[src/rtl/inst_cache_pkg.sv]
// ---------------------------------------------------------------------------
// inst_cache_pkg
// Shared types and width helpers for the direct-mapped instruction cache.
//   state_t   : refill controller states (IDLE, REFILL)
//   NOP       : value driven on the instruction port while the core is stalled
//   offset_w  : word-offset field width for a given words-per-line count
//   index_w   : line-index field width for a given line count
//   tag_w     : tag field width (32-bit byte address, bits [1:0] unused)
// ---------------------------------------------------------------------------
package inst_cache_pkg;

    typedef enum logic {
        IDLE   = 1'b0,
        REFILL = 1'b1
    } state_t;

    localparam logic [31:0] NOP = 32'h0000_0000;

    function automatic int offset_w(input int words);
        return $clog2(words);
    endfunction

    function automatic int index_w(input int lines);
        return $clog2(lines);
    endfunction

    function automatic int tag_w(input int lines, input int words);
        return 30 - $clog2(lines) - $clog2(words);
    endfunction

endpackage

[src/rtl/inst_cache_refill.sv]
// ---------------------------------------------------------------------------
// inst_cache_refill
// Line-refill controller: FSM, beat counter, pending-flush flag and the
// backing-memory read handshake. The arrays live in the parent.
// Ports:
//   clk, rst_b     : clock, asynchronous active-low reset
//   miss           : lookup missed (only acted on in IDLE)
//   line_addr      : tag+index bits of the fetch address (latched on a miss)
//   flush          : invalidate-all pulse
//   mem_ready      : memory accepted the current beat, read data valid
//   idle           : controller in IDLE (lookups may hit)
//   mem_req/addr   : memory read request and word-aligned address
//   wr_en          : write the current beat into the data array
//   wr_index/beat  : array coordinates of the beat being written
//   wr_tag         : tag of the line being refilled
//   fill_done      : last beat accepted this cycle
//   set_valid      : last beat and no flush seen during this refill
// ---------------------------------------------------------------------------
module inst_cache_refill
    import inst_cache_pkg::*;
#(
    parameter int LINES = 16,
    parameter int WORDS = 4
) (
    input  logic                           clk,
    input  logic                           rst_b,
    input  logic                           miss,
    input  logic [29-offset_w(WORDS):0]    line_addr,
    input  logic                           flush,
    input  logic                           mem_ready,
    output logic                           idle,
    output logic                           mem_req,
    output logic [31:0]                    mem_addr,
    output logic                           wr_en,
    output logic [index_w(LINES)-1:0]      wr_index,
    output logic [offset_w(WORDS)-1:0]     wr_beat,
    output logic [tag_w(LINES, WORDS)-1:0] wr_tag,
    output logic                           fill_done,
    output logic                           set_valid
);
    localparam int OW = offset_w(WORDS);
    localparam int IW = index_w(LINES);

    state_t         state_q, state_d;
    logic [OW-1:0]  beat_q, beat_d;
    logic           flush_pending_q, flush_pending_d;
    logic [29-OW:0] line_q;

    always_ff @(posedge clk or negedge rst_b) begin
        if (!rst_b) begin
            state_q         <= IDLE;
            beat_q          <= '0;
            flush_pending_q <= 1'b0;
        end else begin
            state_q         <= state_d;
            beat_q          <= beat_d;
            flush_pending_q <= flush_pending_d;
        end
    end

    // Only observed while in REFILL, and always captured on entry, so no reset.
    always_ff @(posedge clk) begin
        if (state_q == IDLE && miss) begin
            line_q <= line_addr;
        end
    end

    always_comb begin
        state_d         = state_q;
        beat_d          = beat_q;
        flush_pending_d = flush_pending_q;
        idle            = 1'b0;
        mem_req         = 1'b0;
        mem_addr        = NOP;
        wr_en           = 1'b0;
        fill_done       = 1'b0;
        set_valid       = 1'b0;
        unique case (state_q)
            IDLE: begin
                idle = 1'b1;
                if (miss) begin
                    state_d = REFILL;
                    beat_d  = '0;
                end
            end
            REFILL: begin
                mem_req  = 1'b1;
                // Base address has offset 0, so base + 4*beat is a concatenation.
                mem_addr = {line_q, beat_q, 2'b00};
                if (flush) begin
                    flush_pending_d = 1'b1;
                end
                if (mem_ready) begin
                    wr_en  = 1'b1;
                    // Power-of-two line length: the counter wraps to 0 on the last beat.
                    beat_d = beat_q + 1'b1;
                    if (beat_q == '1) begin
                        fill_done       = 1'b1;
                        set_valid       = !flush_pending_q && !flush;
                        state_d         = IDLE;
                        flush_pending_d = 1'b0;
                    end
                end
            end
            default: state_d = IDLE;
        endcase
    end

    assign wr_index = line_q[IW-1:0];
    assign wr_tag   = line_q[29-OW:IW];
    assign wr_beat  = beat_q;

endmodule

[src/rtl/inst_cache.sv]
// ---------------------------------------------------------------------------
// inst_cache
// Direct-mapped, read-only instruction cache between the core fetch port and
// the backing instruction memory. Hits are combinational; a miss stalls the
// core (inst_valid=0) while the line is refilled one word per handshake.
// Ports:
//   clk, rst_b            : clock, asynchronous active-low reset
//   inst_addr             : fetch byte address (bits [1:0] ignored)
//   inst, inst_valid      : fetched instruction (NOP when not valid), hit flag
//   flush                 : single-cycle invalidate-all pulse
//   mem_req, mem_addr     : read request / word address to backing memory
//   mem_ready, mem_rdata  : beat accepted / read data
//   hit_count, miss_count : performance counters, only with INST_CACHE_PERF_EN
// Build option: define INST_CACHE_PERF_EN to add the hit/miss counters.
// ---------------------------------------------------------------------------
module inst_cache
    import inst_cache_pkg::*;
#(
    parameter int LINES = 16,
    parameter int WORDS = 4
) (
    input  logic        clk,
    input  logic        rst_b,
    input  logic [31:0] inst_addr,
    output logic [31:0] inst,
    output logic        inst_valid,
    input  logic        flush,
    output logic        mem_req,
    output logic [31:0] mem_addr,
    input  logic        mem_ready,
    input  logic [31:0] mem_rdata
`ifdef INST_CACHE_PERF_EN
    ,
    output logic [31:0] hit_count,
    output logic [31:0] miss_count
`endif
);
    localparam int OW = offset_w(WORDS);
    localparam int IW = index_w(LINES);
    localparam int TW = tag_w(LINES, WORDS);

    logic [OW-1:0]    offset;
    logic [IW-1:0]    index;
    logic [TW-1:0]    tag;
    logic [1:0]       unused_byte_bits;

    logic [LINES-1:0] valid_q;
    logic [TW-1:0]    tag_arr  [LINES];
    logic [31:0]      data_arr [LINES][WORDS];

    logic             lookup_hit;
    logic             hit;
    logic             idle;
    logic             wr_en;
    logic [IW-1:0]    wr_index;
    logic [OW-1:0]    wr_beat;
    logic [TW-1:0]    wr_tag;
    logic             fill_done;
    logic             set_valid;

    assign offset           = inst_addr[OW+1:2];
    assign index            = inst_addr[OW+IW+1:OW+2];
    assign tag              = inst_addr[31:OW+IW+2];
    assign unused_byte_bits = inst_addr[1:0];

    assign lookup_hit = valid_q[index] && (tag_arr[index] == tag);
    assign hit        = idle && lookup_hit;
    assign inst_valid = hit;
    assign inst       = hit ? data_arr[index][offset] : NOP;

    inst_cache_refill #(
        .LINES (LINES),
        .WORDS (WORDS)
    ) u_refill (
        .clk       (clk),
        .rst_b     (rst_b),
        .miss      (!lookup_hit),
        .line_addr (inst_addr[31:OW+2]),
        .flush     (flush),
        .mem_ready (mem_ready),
        .idle      (idle),
        .mem_req   (mem_req),
        .mem_addr  (mem_addr),
        .wr_en     (wr_en),
        .wr_index  (wr_index),
        .wr_beat   (wr_beat),
        .wr_tag    (wr_tag),
        .fill_done (fill_done),
        .set_valid (set_valid)
    );

    // Flush wins over a completing refill so the line stays invalid.
    always_ff @(posedge clk or negedge rst_b) begin
        if (!rst_b) begin
            valid_q <= '0;
        end else if (flush) begin
            valid_q <= '0;
        end else if (set_valid) begin
            valid_q[wr_index] <= 1'b1;
        end
    end

    always_ff @(posedge clk) begin
        if (wr_en) begin
            data_arr[wr_index][wr_beat] <= mem_rdata;
        end
        if (fill_done) begin
            tag_arr[wr_index] <= wr_tag;
        end
    end

`ifdef INST_CACHE_PERF_EN
    always_ff @(posedge clk or negedge rst_b) begin
        if (!rst_b) begin
            hit_count  <= '0;
            miss_count <= '0;
        end else begin
            if (hit) begin
                hit_count <= hit_count + 32'd1;
            end
            // A miss seen in IDLE is exactly the IDLE-to-REFILL transition.
            if (idle && !lookup_hit) begin
                miss_count <= miss_count + 32'd1;
            end
        end
    end
`endif

endmodule

[config.mk]
export PLATFORM = sky130hd
export DESIGN_NAME = inst_cache
export DESIGN_NICKNAME = d
export VERILOG_FILES = /design/src/rtl/inst_cache_pkg.sv /design/src/rtl/inst_cache_refill.sv /design/src/rtl/inst_cache.sv
export SDC_FILE = /design/constraint.sdc
export NUM_CORES = 2
export LEC_CHECK = 0
export BUFFER_PORTS_ARGS = -buffer_cell sky130_fd_sc_hd__buf_2
export CAP_MARGIN = 40
export CORE_MARGIN = 2
export CORE_UTILIZATION = 40
export DETAILED_ROUTE_END_ITERATION = 10
export PLACE_DENSITY_LB_ADDON = 0.1
export SYNTH_ARGS = -nofsm -noshare
export SYNTH_HDL_FRONTEND = slang
export SYNTH_HIERARCHICAL = 1
export SYNTH_SLANG_ARGS = --single-unit
[constraint.sdc]
create_clock -name clk -period 4.95 [get_ports clk]
set_input_delay 1.2375 -clock clk [delete_from_list [all_inputs] [get_ports clk]]
set_output_delay 1.2375 -clock clk [all_outputs]
set_load 0.01 [all_outputs]
==> impl_results.md <==
- Status: finished with violations
- Failing checks: DRC, setup timing
- Synth cell types: 63
- H-tree levels: 5
- Bufs on Longest Clock Path: 4
- Clock Pin Slew Worst Setup and Hold Paths: 60 ps
- CP required: 3710 ps
- Maximum VDD drop: 298 µV
- Reg2Reg Setup Slack: 680 ps
- Crit. End Element: output port
- Post-synth EDFFs: 2460
- Top post-synthesis cells by area: edfxtp_1 (77%), mux4_2 (16%), mux2i_1 (0.99%), buf_2 (0.53%), dfrtp_1 (0.52%)
- Warnings, synthesis: 6
- Grt met2 use: 36.8%
- PnR worst setup slack: -659 ps
- Yosys top cell by area: edfxtp_1
- Setup violators final: 33
- Hold Violations, Final: 0
- RePlAce Congestion: 0.770
- Starting Density: 40.2%
- Number of buffers added on ports: 129
- Class of the worst hold path: in2async
- Yosys reg bits: 2480
- Final Cycle Share: 113%
- Total chip power: 46.3 mW
- Die X: 493 µm
- Met1 usage: 32.7%
- Congestion Overflow GR: 0
- HPWL after detailed placement: 153000 µm
- Worst Setup Start Kind: input port
- Fin Clk Skew: 35.5 ps
- Drt first-iter violations: 4522
- Count of final max-slew check failures: 0
- Seq/Total Area, Yosys: 77.8%
- Die Span Y: 493 µm
- Drt pass-1 iters: 9
- Worst Path Max Fanout: 8
- Post-route insts no fill: 8051
- DIE AREA: 0.243 mm²
- Initial antenna violation count: 27
- Root Buffer: clkbuf_16
- Synth Cell Area: 0.0956 mm²
- # DRC: 6
- Synth top cells by count: edfxtp_1 (2460), mux4_2 (693), nor2_1 (128)
- CTS tree: yes
- Ratio of cells with drive above 1 in the final layout: 36.6%
- Met3 Use GR: 2.83%
- Slew @ Worst Pin: 897 ps
- GR peak layer: met2
- Worst-Skew Late Latency: 890 ps
- Sink Count: 2480
- Max-Slew Margin vs Limit: 40.2%
- Via-to-Cell Ratio: 5.72
- Place WS: -903 ps
- Critical Setup Path Class: in2out
- First-pass GRT wire length: 382000 µm
- CTS buffer count: 286
- RSZ-0062 raised after global routing: true
- Fmax: 178 MHz
- CP Data Arrival Time: 4370 ps
- Routed WL: 274000 µm
- Nets: 4753
- Number of global-route vias before repair: 47.6k
- Fin crit period: 5610 ps
- RR Startpoint: tag_arr[14][1]
- Yosys top cell area share: 77.2%
- FF-to-FF End: u_refill/line_q[15]
- PD cells: 407 mW/mm²
- Global Route Usage Sum: 22.5%
- Cell row count: 179
- I/O pins: 134
- Layout area overhead: 19.1%
- Mapped Cells: 4059
- # placed instances: 7518
- Core ar.: 0.238 mm²
- Most frequent cell after synthesis: edfxtp_1
- Syn Area/Cell: 23.6 µm²
- Ys async rst share: 0.806%
- Dpl cell area: 0.104 mm²
- Largest net degree at the start of global routing: 67
- Vias: 46.1k
- Worst-case reg-to-reg path depth: 13
- Design area: 0.114 mm²
- Wire per inst: 34.0 µm
- Antenna-violating nets left: 0
- Max-Cap Viols: 0
- Leakage: 36.4 nW
- Dominant synthesized flop cell: edfxtp_1
cells by family after synthesis:
| kind of cell | Yosys count | synth area share [%] |
|---|---|---|
| DFF | 2480 | 77.8 |
| muxes | 809 | 17.6 |
| and+or+nand+nor | 300 | 1.58 |
| buffers and inverters | 237 | 1.23 |
| AOI/OAI and AO/OA | 200 | 1.56 |
| xor gates and xnor gates | 31 | 0.284 |
| adders and majority gates | 1 | 0.0131 |
| other | 1 | 0.00392 |
critical path, stage by stage:
cell and delay, ps:
buf_16 130, buf_12 160, buf_16 120, buf_8 120, mux4_2 540, nand3b_1 130
o31ai_1 100, nor3b_2 200, o2111ai_1 140, or4_4 470, buf_16 200, buf_16 180
nor4_4 370, buf_2 200
timing repair:
action,4_1_cts,5_1_grt
gates cloned,9,3
setup buffers,27,6
gates resized for setup,77,18
endpoints found under the setup margin,33,33
hold buffers,0,0
pin swaps,15,14
report_power, final:
part,switching [mW],total [mW],internal [mW]
Combinational,1.99,3.27,1.28
Sequential,0.203,23.8,23.6
Clock,8.14,19.3,11.1
Total,10.3,46.3,36.0
cell usage in the layout (no fill, tap or decap), drive strengths merged, types with 6 or more instances in the layout:
cell type	Yosys	routed
dfrtp	20	20
edfxtp	2460	2460
a221oi	15	15
nand2b	9	10
and2	37	37
nor2b	16	16
a22o	8	8
o22ai	16	16
mux2	20	20
xor2	12	12
nand4	6	6
mux2i	95	95
diode	0	6
clkinvlp	0	6
a22oi	64	64
inv	6	12
nor2	128	128
xnor2	19	19
a31oi	13	13
nand2	26	26
buf	167	557
clkbuf	64	352
a21o	26	26
a21oi	9	9
nand3	15	15
o21ai	13	13
nor4	36	36
a41oi	6	6
clkinv	0	114
bufinv	0	8
mux4	694	694
layer usage:
metal / up-vias / routed length, µm
met4: 10 / 5830
met3: 348 / 12800
met1: 25600 / 121000
met2: 1362 / 134000
li1: 18800 / -
met5: - / 66
sequential cells by signal, summed over array words and instances (netlist names):
name	cells
u_refill/line_q	28
u_refill/wr_beat	2
u_refill/state_q	1
valid_q	16
data_arr	2048
tag_arr	384
u_refill/flush_pending_q	1
area by class of cell:
class                   instances  area, µm²
clock inverters               134        822
flip-flops and latches       2480      74400
inverters                       6       31.3
repair buffers                566       5790
diodes                          6       15.0
fillers                     19500     124000
clock buffers                 348       7520
well taps                    3167       3960
multi-input cells            1344      21400
worst max-delay path by stage:
stage	start	end	slack (ps)	cells past startpoint
floorplan	inst_addr[4]	inst[10]	5	11
global placement	inst_addr[4]	inst[27]	-930	14
detailed placement	inst_addr[4]	inst[27]	-900	14
global route	inst_addr[4]	inst[27]	-690	13
finish	inst_addr[4]	inst[21]	-660	14
CTS	inst_addr[4]	inst[26]	-610	15
per-stage QoR:
stage	hold slack, ps	utilization, %	TNS [ps]
finish	298	47.9	-19130
global route	284	47.9	-21540
CTS	246	47.8	-17910
detailed placement	482	43.9	-34950
global placement	469	43.7	-36540
floorplan	457	-	0
Note: power is estimated with default switching activity, not from simulation.
